File: config.mk
export PLATFORM = sky130hd
export DESIGN_NAME = pc_sequencer
export DESIGN_NICKNAME = d
export VERILOG_FILES = /design/src/rtl/pc_sequencer.sv
export SDC_FILE = /design/constraint.sdc
export NUM_CORES = 1
export LEC_CHECK = 0
export ABC_CLOCK_PERIOD_IN_PS = 4500
export CORE_AREA = 2 2 123 125
export DETAILED_ROUTE_END_ITERATION = 10
export DIE_AREA = 0 0 125 127
export GPL_ROUTABILITY_DRIVEN = 0
export PLACE_DENSITY = 0.82
export SYNTH_ARGS = -nofsm -noshare
export SYNTH_HDL_FRONTEND = slang
export SYNTH_SLANG_ARGS = --single-unit
export TNS_END_PERCENT = 1
File: constraint.sdc
create_clock -name i_clk -period 4.5 [get_ports i_clk]
set_input_delay 0.45 -clock i_clk [delete_from_list [all_inputs] [get_ports i_clk]]
set_output_delay 0.45 -clock i_clk [all_outputs]
set_load 0.02 [all_outputs]
File: src/rtl/pc_sequencer.sv
// Fetch/issue program-counter sequencer: fetches one instruction, issues it, then waits for its next-PC resolution.
// Optional feature macro PC_MISALIGN_TRAP_EN: trap on misaligned branch/jalr targets instead of silently aligning them.
module pc_sequencer #(
    parameter logic [31:0] RESET_PC = 32'h0000_0000
) (
    input  logic        i_clk,
    input  logic        i_rst_n,
    input  logic [1:0]  i_prePCSrc,
    input  logic        i_resolve,
    input  logic [31:0] i_branchTarget,
    input  logic [31:0] i_jalrTarget,
    input  logic [31:0] i_trapVector,
    output logic        o_imemReq,
    output logic [31:0] o_imemAddr,
    input  logic        i_imemAck,
    input  logic [31:0] i_imemData,
    output logic        o_instValid,
    output logic [31:0] o_inst,
    output logic [31:0] o_instPC,
    input  logic        i_stall,
    output logic [31:0] o_mepc,
    output logic        o_trapTaken,
    output logic        o_misalign
);
    localparam int unsigned XLEN = 32;

    typedef enum logic [1:0] {
        IDLE     = 2'd0,
        FETCH    = 2'd1,
        ISSUE    = 2'd2,
        WAIT_RES = 2'd3
    } state_e;

    state_e          state_q, state_d;
    logic [XLEN-1:0] pc_q, pc_d;
    logic [XLEN-1:0] inst_d, inst_pc_d, mepc_d;
    logic [XLEN-1:0] jump_raw, jump_tgt;
    logic            jump_bad;
    logic            req_d, valid_d, trap_d, misalign_d;

    // The fetch address is the PC register itself.
    assign o_imemAddr = pc_q;

    // Branch/jalr target selection and alignment handling
    always_comb begin
        jump_raw = (i_prePCSrc == 2'b11) ? (i_jalrTarget & ~XLEN'(1)) : i_branchTarget;
`ifdef PC_MISALIGN_TRAP_EN
        jump_tgt = jump_raw;
        jump_bad = (jump_raw[1:0] != 2'b00);
`else
        jump_tgt = jump_raw & ~XLEN'(3);
        jump_bad = 1'b0;
`endif
    end

    // Next-state and next-output logic
    always_comb begin
        state_d    = state_q;
        pc_d       = pc_q;
        req_d      = 1'b0;
        valid_d    = 1'b0;
        inst_d     = o_inst;
        inst_pc_d  = o_instPC;
        mepc_d     = o_mepc;
        trap_d     = 1'b0;
        misalign_d = 1'b0;

        unique case (state_q)
            IDLE: begin
                state_d = FETCH;
                req_d   = 1'b1;
            end
            FETCH: begin
                req_d = 1'b1;
                if (i_imemAck) begin
                    state_d   = ISSUE;
                    req_d     = 1'b0;
                    valid_d   = 1'b1;
                    inst_d    = i_imemData;
                    inst_pc_d = pc_q;
                end
            end
            ISSUE: begin
                valid_d = 1'b1;
                if (!i_stall) begin
                    state_d = WAIT_RES;
                    valid_d = 1'b0;
                end
            end
            WAIT_RES: begin
                if (i_resolve) begin
                    state_d = FETCH;
                    req_d   = 1'b1;
                    unique case (i_prePCSrc)
                        2'b00: pc_d = pc_q + XLEN'(4);
                        2'b10: begin
                            pc_d   = i_trapVector;
                            mepc_d = o_instPC;
                            trap_d = 1'b1;
                        end
                        default: begin
                            if (jump_bad) begin
                                pc_d       = i_trapVector;
                                mepc_d     = o_instPC;
                                trap_d     = 1'b1;
                                misalign_d = 1'b1;
                            end else begin
                                pc_d = jump_tgt;
                            end
                        end
                    endcase
                end
            end
            default: state_d = IDLE;
        endcase
    end

    // State and output registers
    always_ff @(posedge i_clk or negedge i_rst_n) begin
        if (!i_rst_n) begin
            state_q     <= IDLE;
            pc_q        <= RESET_PC;
            o_imemReq   <= 1'b0;
            o_instValid <= 1'b0;
            o_inst      <= '0;
            o_instPC    <= '0;
            o_mepc      <= '0;
            o_trapTaken <= 1'b0;
            o_misalign  <= 1'b0;
        end else begin
            state_q     <= state_d;
            pc_q        <= pc_d;
            o_imemReq   <= req_d;
            o_instValid <= valid_d;
            o_inst      <= inst_d;
            o_instPC    <= inst_pc_d;
            o_mepc      <= mepc_d;
            o_trapTaken <= trap_d;
            o_misalign  <= misalign_d;
        end
    end

endmodule

== Word level (Yosys, flattened, before mapping) ==
Index checks and enable logic that the tools add are counted.
Word-level totals
  register bits after elaboration: 133
  bits in latches: 0
  bits in writable memories: 0
  memory bits (read-only): 0
  bits of input ports: 135
  output and inout bits: 132
  logic and storage cells: 38
  memories kept: 0
Cells by class
  add/subtract/negate cells: 1
  multipliers: 0
  divide/modulo/power cells: 0
  magnitude comparators: 0
  equal/unequal tests: 8
  shift-type cells: 0
  multiplexer cells: 15
  bitwise logic cells: 0
  reduce and logical (&&, ||, !) cells: 6
Operators by type and width (count)
  $pmux 32 s2: 1
  $add 32x3->32 const B: 1
  $mux 32: 1
  $eq 2x2->1 const B: 4
  $pmux 2 s4: 1
  $mux 1: 7
  $mux 2: 3
  $ne 2x2->1 const B: 3
  $reduce_and 3->1: 2
  $logic_not 2->1: 2
  $reduce_and 2->1: 2
  $pmux 1 s3: 1
  $eq 2x1->1 const B: 1
  $pmux 1 s2: 1

== Logic depth before layout (Yosys ltp) ==
  depth in word-level cells: 4
  gate-level depth with buffers: 8
  gate-level depth less buffers: 6

== Worst setup path before layout ==
Ideal clock, no wire load.
  path type: register to register
  from: reg pc_q[13], in the netlist o_imemAddr[13]
  to: reg pc_q[21], in the netlist o_imemAddr[21]
  library setup time: 0.122 ns
  arrival time: 1.830 ns
  required time: 4.378 ns
  setup slack: 2.549 ns
  cell stages (with the launch flop): 7
  buffers on the path: 1
  clock period less this slack: 1.951 ns
  cell sequence: dfrtp_1 > buf_4 > nand4_1 > nor3_4 > nand2_2 > or4_1 > a32o_1
Between the ends
  longest elaborated chain between the ends: 2
RTL lines
  start: declaration: RTL line 35  | logic [XLEN-1:0] pc_q, pc_d;
  start signal: assignment: RTL line 132  | pc_q <= pc_d;
  $add 32x3->32: RTL line 95  | 2'b00: pc_d = pc_q + XLEN'(4);
  $pmux 32 s2: RTL line 94  | unique case (i_prePCSrc)
Every way passes these cells.
A chain may end at the register's enable or synchronous reset.

== Worst setup path in the final report ==
  from: reg state_q[0]
  to: reg o_mepc[27]
Between the ends
  longest elaborated chain between the ends: 2
RTL lines
  start: declaration: RTL line 34  | state_e state_q, state_d;
  start signal: assignment: RTL line 131  | state_q <= state_d;
  $eq 2x2->1: RTL line 68  | unique case (state_q)
  $reduce_and 3->1 (no source line)
  end signal: assignment: RTL line 137  | o_mepc <= mepc_d;
  end: declaration: RTL line 21  | output logic [31:0] o_mepc,
Every way passes these cells.

==> reports/results.ini <==
[grt]
track_usage_pct = 24.0
grt_pass1_wl_microns = 29800
grt_pass1_vias = 5541
antenna_found_initial = 2
overflow = 0
grt_max_degree = 104

[synthesis]
syn-mean-instance-area_sq_um = 10.6
synthSimpleGateAreaFrac_pct = 14.9
synth_compound_area_share_pct = 12.8
seq_area_frac_synth_pct = 51.9
synth_cells = 603
synth_top_family_by_area = multiplexers
synthAdderAreaFrac_pct = 0.976
ys_async_sr_fraction_pct = 100
yosysUniqueCellTypes = 56
syn_nets = 743
synth_ff_type = dfrtp_1
yosys_register_bits = 133
synth_mux_area_share_pct = 16.5
yosys.area_share.xor_xnor_pct = 0
synth_edf_count = 0
yosys_warnings = 0
synth_area_sq_um = 6410

[setup_path]
ff2ff_setup_slack_ns = 2.23
reg2reg_to = o_mepc[27]
critPathArrivalTime_ns = 2.57
cp_max_fo = 23
worst-path-stages = 8
max_stage_delay_ns = 0.42
ff2ff_path_depth = 8
crit_path_cell_trace = ha_1 -> and2_1 -> buf_4 -> nand3b_1 -> clkinv_1 -> buf_4 -> nand2_1 -> nand2_1
path_delay_family = buffers and inverters
start_kind = flop
worstSetupEndpointType = flop
r2r_start = state_q[0]
startpoint = state_q[0]
endpoint = o_mepc[27]
cp.required_ns = 4.80
path_class = flop to flop
crit_slowest_cell = dfrtp_1
cp.buffers_inverters = 3

[clock_network]
cts_tree = done
cts-root-buf = clkbuf_16
cts.sinks = 133
clock_latency_ns = 0.41
hold_buffers = 0
clk_pin_slew_ns = 0.05
cts_resized = 0
clock_path_buffers = 2
postCtsSetupBuffers = 0
cts_buffers = 17
htreeDepth = 4

[finish]
most-common-layout-cells = 258 x clkdlybuf4s50_1, 133 x dfrtp_1, 126 x nand2_1, 83 x mux2_2, 39 x o21ai_0
final_common_cell = clkdlybuf4s50_1
finish.utilization_pct = 67.2
stdcell_count = 1049
areaGrowthSynthToFinish_pct = 51.1
finalNetCount = 993
drive_gt1_share_pct = 16.0

[drt]
wire_per_inst_microns = 17.9
antenna_left = 0
drc_errors = 0
dr.pass1.iters = 4
vias_per_cell = 5.39
drtIter0Drc = 265
via_count = 5658
routed_wl_microns = 18700

[die]
num_rows = 44
ios = 267
die_width_microns = 125
initial_utilization_pct = 44.4
die_h_microns = 127
core-area_sq_um = 14400
die_area_sq_um = 15900

[place]
portBuffers = 261
dp.cells = 1018
place.detailed.hpwl_microns = 13500

[sta]
worstMarginPinSlew_ns = 1.12
rsz0062_at_grt = no
hold_violations = 0
maxSlewHeadroom_pct = 25.1
fin_crit_ns = 2.27
slew_violations = 0
fmax_mhz = 440
setup_viol = 0
tns_ns = 0
post-route-period-util_pct = 50.5
skew_ns = 0.00669

[pwr]
leakage_uw = 0.00414
ir_drop_uv = 370
power_density_nw_per_um2 = 672

[outcome]
outcome = finished clean

[flow_run]
cap_violations = 0

[worst_hold_path]
min_path_type = input port to async pin

[flip-flops by register name (all words and copies together) (netlist names)]
name	cells
o_instValid	1
o_mepc	32
o_inst	32
o_instPC	32
state_q	2
o_imemAddr	32
o_trapTaken	1
o_imemReq	1
[worst min-delay path by stage]
stage / end / startpoint
final: o_inst[27] / i_rst_n
after global routing: o_inst[23] / i_rst_n
after CTS: o_inst[18] / i_rst_n
after detailed placement: o_mepc[18] / o_mepc[18]
after global placement: o_mepc[12] / o_mepc[12]
after floorplan: o_imemAddr[0] / i_rst_n
[routing by layer]
| metal | vias up | wire length, microns | GRT usage, % |
|---|---|---|---|
| met3 | 31 | 1410 | 7.58 |
| li1 | 2661 | - | - |
| met2 | 219 | 9050 | 39.4 |
| met1 | 2745 | 7910 | 30.6 |
| met5 | - | 16 | 0 |
| met4 | 2 | 352 | 7.25 |
[cell type report]
class	instances	area (sq um)
inverters	7	26.3
flip-flops and latches	133	3330
multi-input cells	423	2900
clock buffers	21	460
fillers	1176	4740
diodes	1	2.50
repair buffers	271	2680
well taps	184	230
clock inverters	9	57.6
[power by group]
| group | switching [uW] | internal, uW | total (uW) |
|---|---|---|---|
| Clock | 491 | 721 | 1210 |
| Sequential | 508 | 1770 | 2270 |
| Combinational | 1480 | 1550 | 3030 |
[synth_stat cells (2+ instances only)]
cell       number  share of area (%)
and3_2          2               0.23
clkbuf_1       24                1.4
o211ai_1        2               0.23
o21ai_0        39                3.0
a22oi_1        15                1.8
and4_1          2               0.27
mux4_2          4                1.4
dfrtp_1       133                 52
ha_1            5               0.98
nand4_1         4               0.39
inv_1           6               0.35
nor2_1         20                1.2
nand3_1        14                1.1
buf_4           2               0.23
o311ai_0        4               0.55
a21oi_1        18                1.4
nand2b_1        2               0.20
o2bb2ai_1       3               0.41
a31oi_1         8               0.78
mux2i_1         3               0.47
nor3_1          2               0.16
nor2b_1         4               0.39
a22o_1         12                1.6
buf_1          10               0.59
and3_1          7               0.68
and2_1          3               0.29
a221oi_1        3               0.41
nand3b_1        3               0.35
or3_1           2               0.20
or4_1           3               0.35
o21a_1          2               0.23
a41oi_1         4               0.55
o31a_1          3               0.41
nand2_1       127                7.4
buf_2           4               0.31
mux2_2         83                 15
o41ai_1         2               0.27
[logic make-up after synthesis]
group           Yosys count
simple gates            204
flops                   133
compound gates          123
mux                      90
buf+inv                  47
fa+ha+maj                 5
other cells               1
[through the flow]
stage	cell area, sq um	hold slack, ns	setup WS (ns)	total power, uW
floorplan	6410	0.154	2.55	3760
global placement	9170	0.457	1.88	5260
detailed placement	9170	0.462	1.85	5340
CTS	9680	0.191	2.19	6570
global route	9690	0.237	2.05	6890
finish	9690	0.142	2.23	6510
No activity file was read; power rests on OpenSTA's default activity.
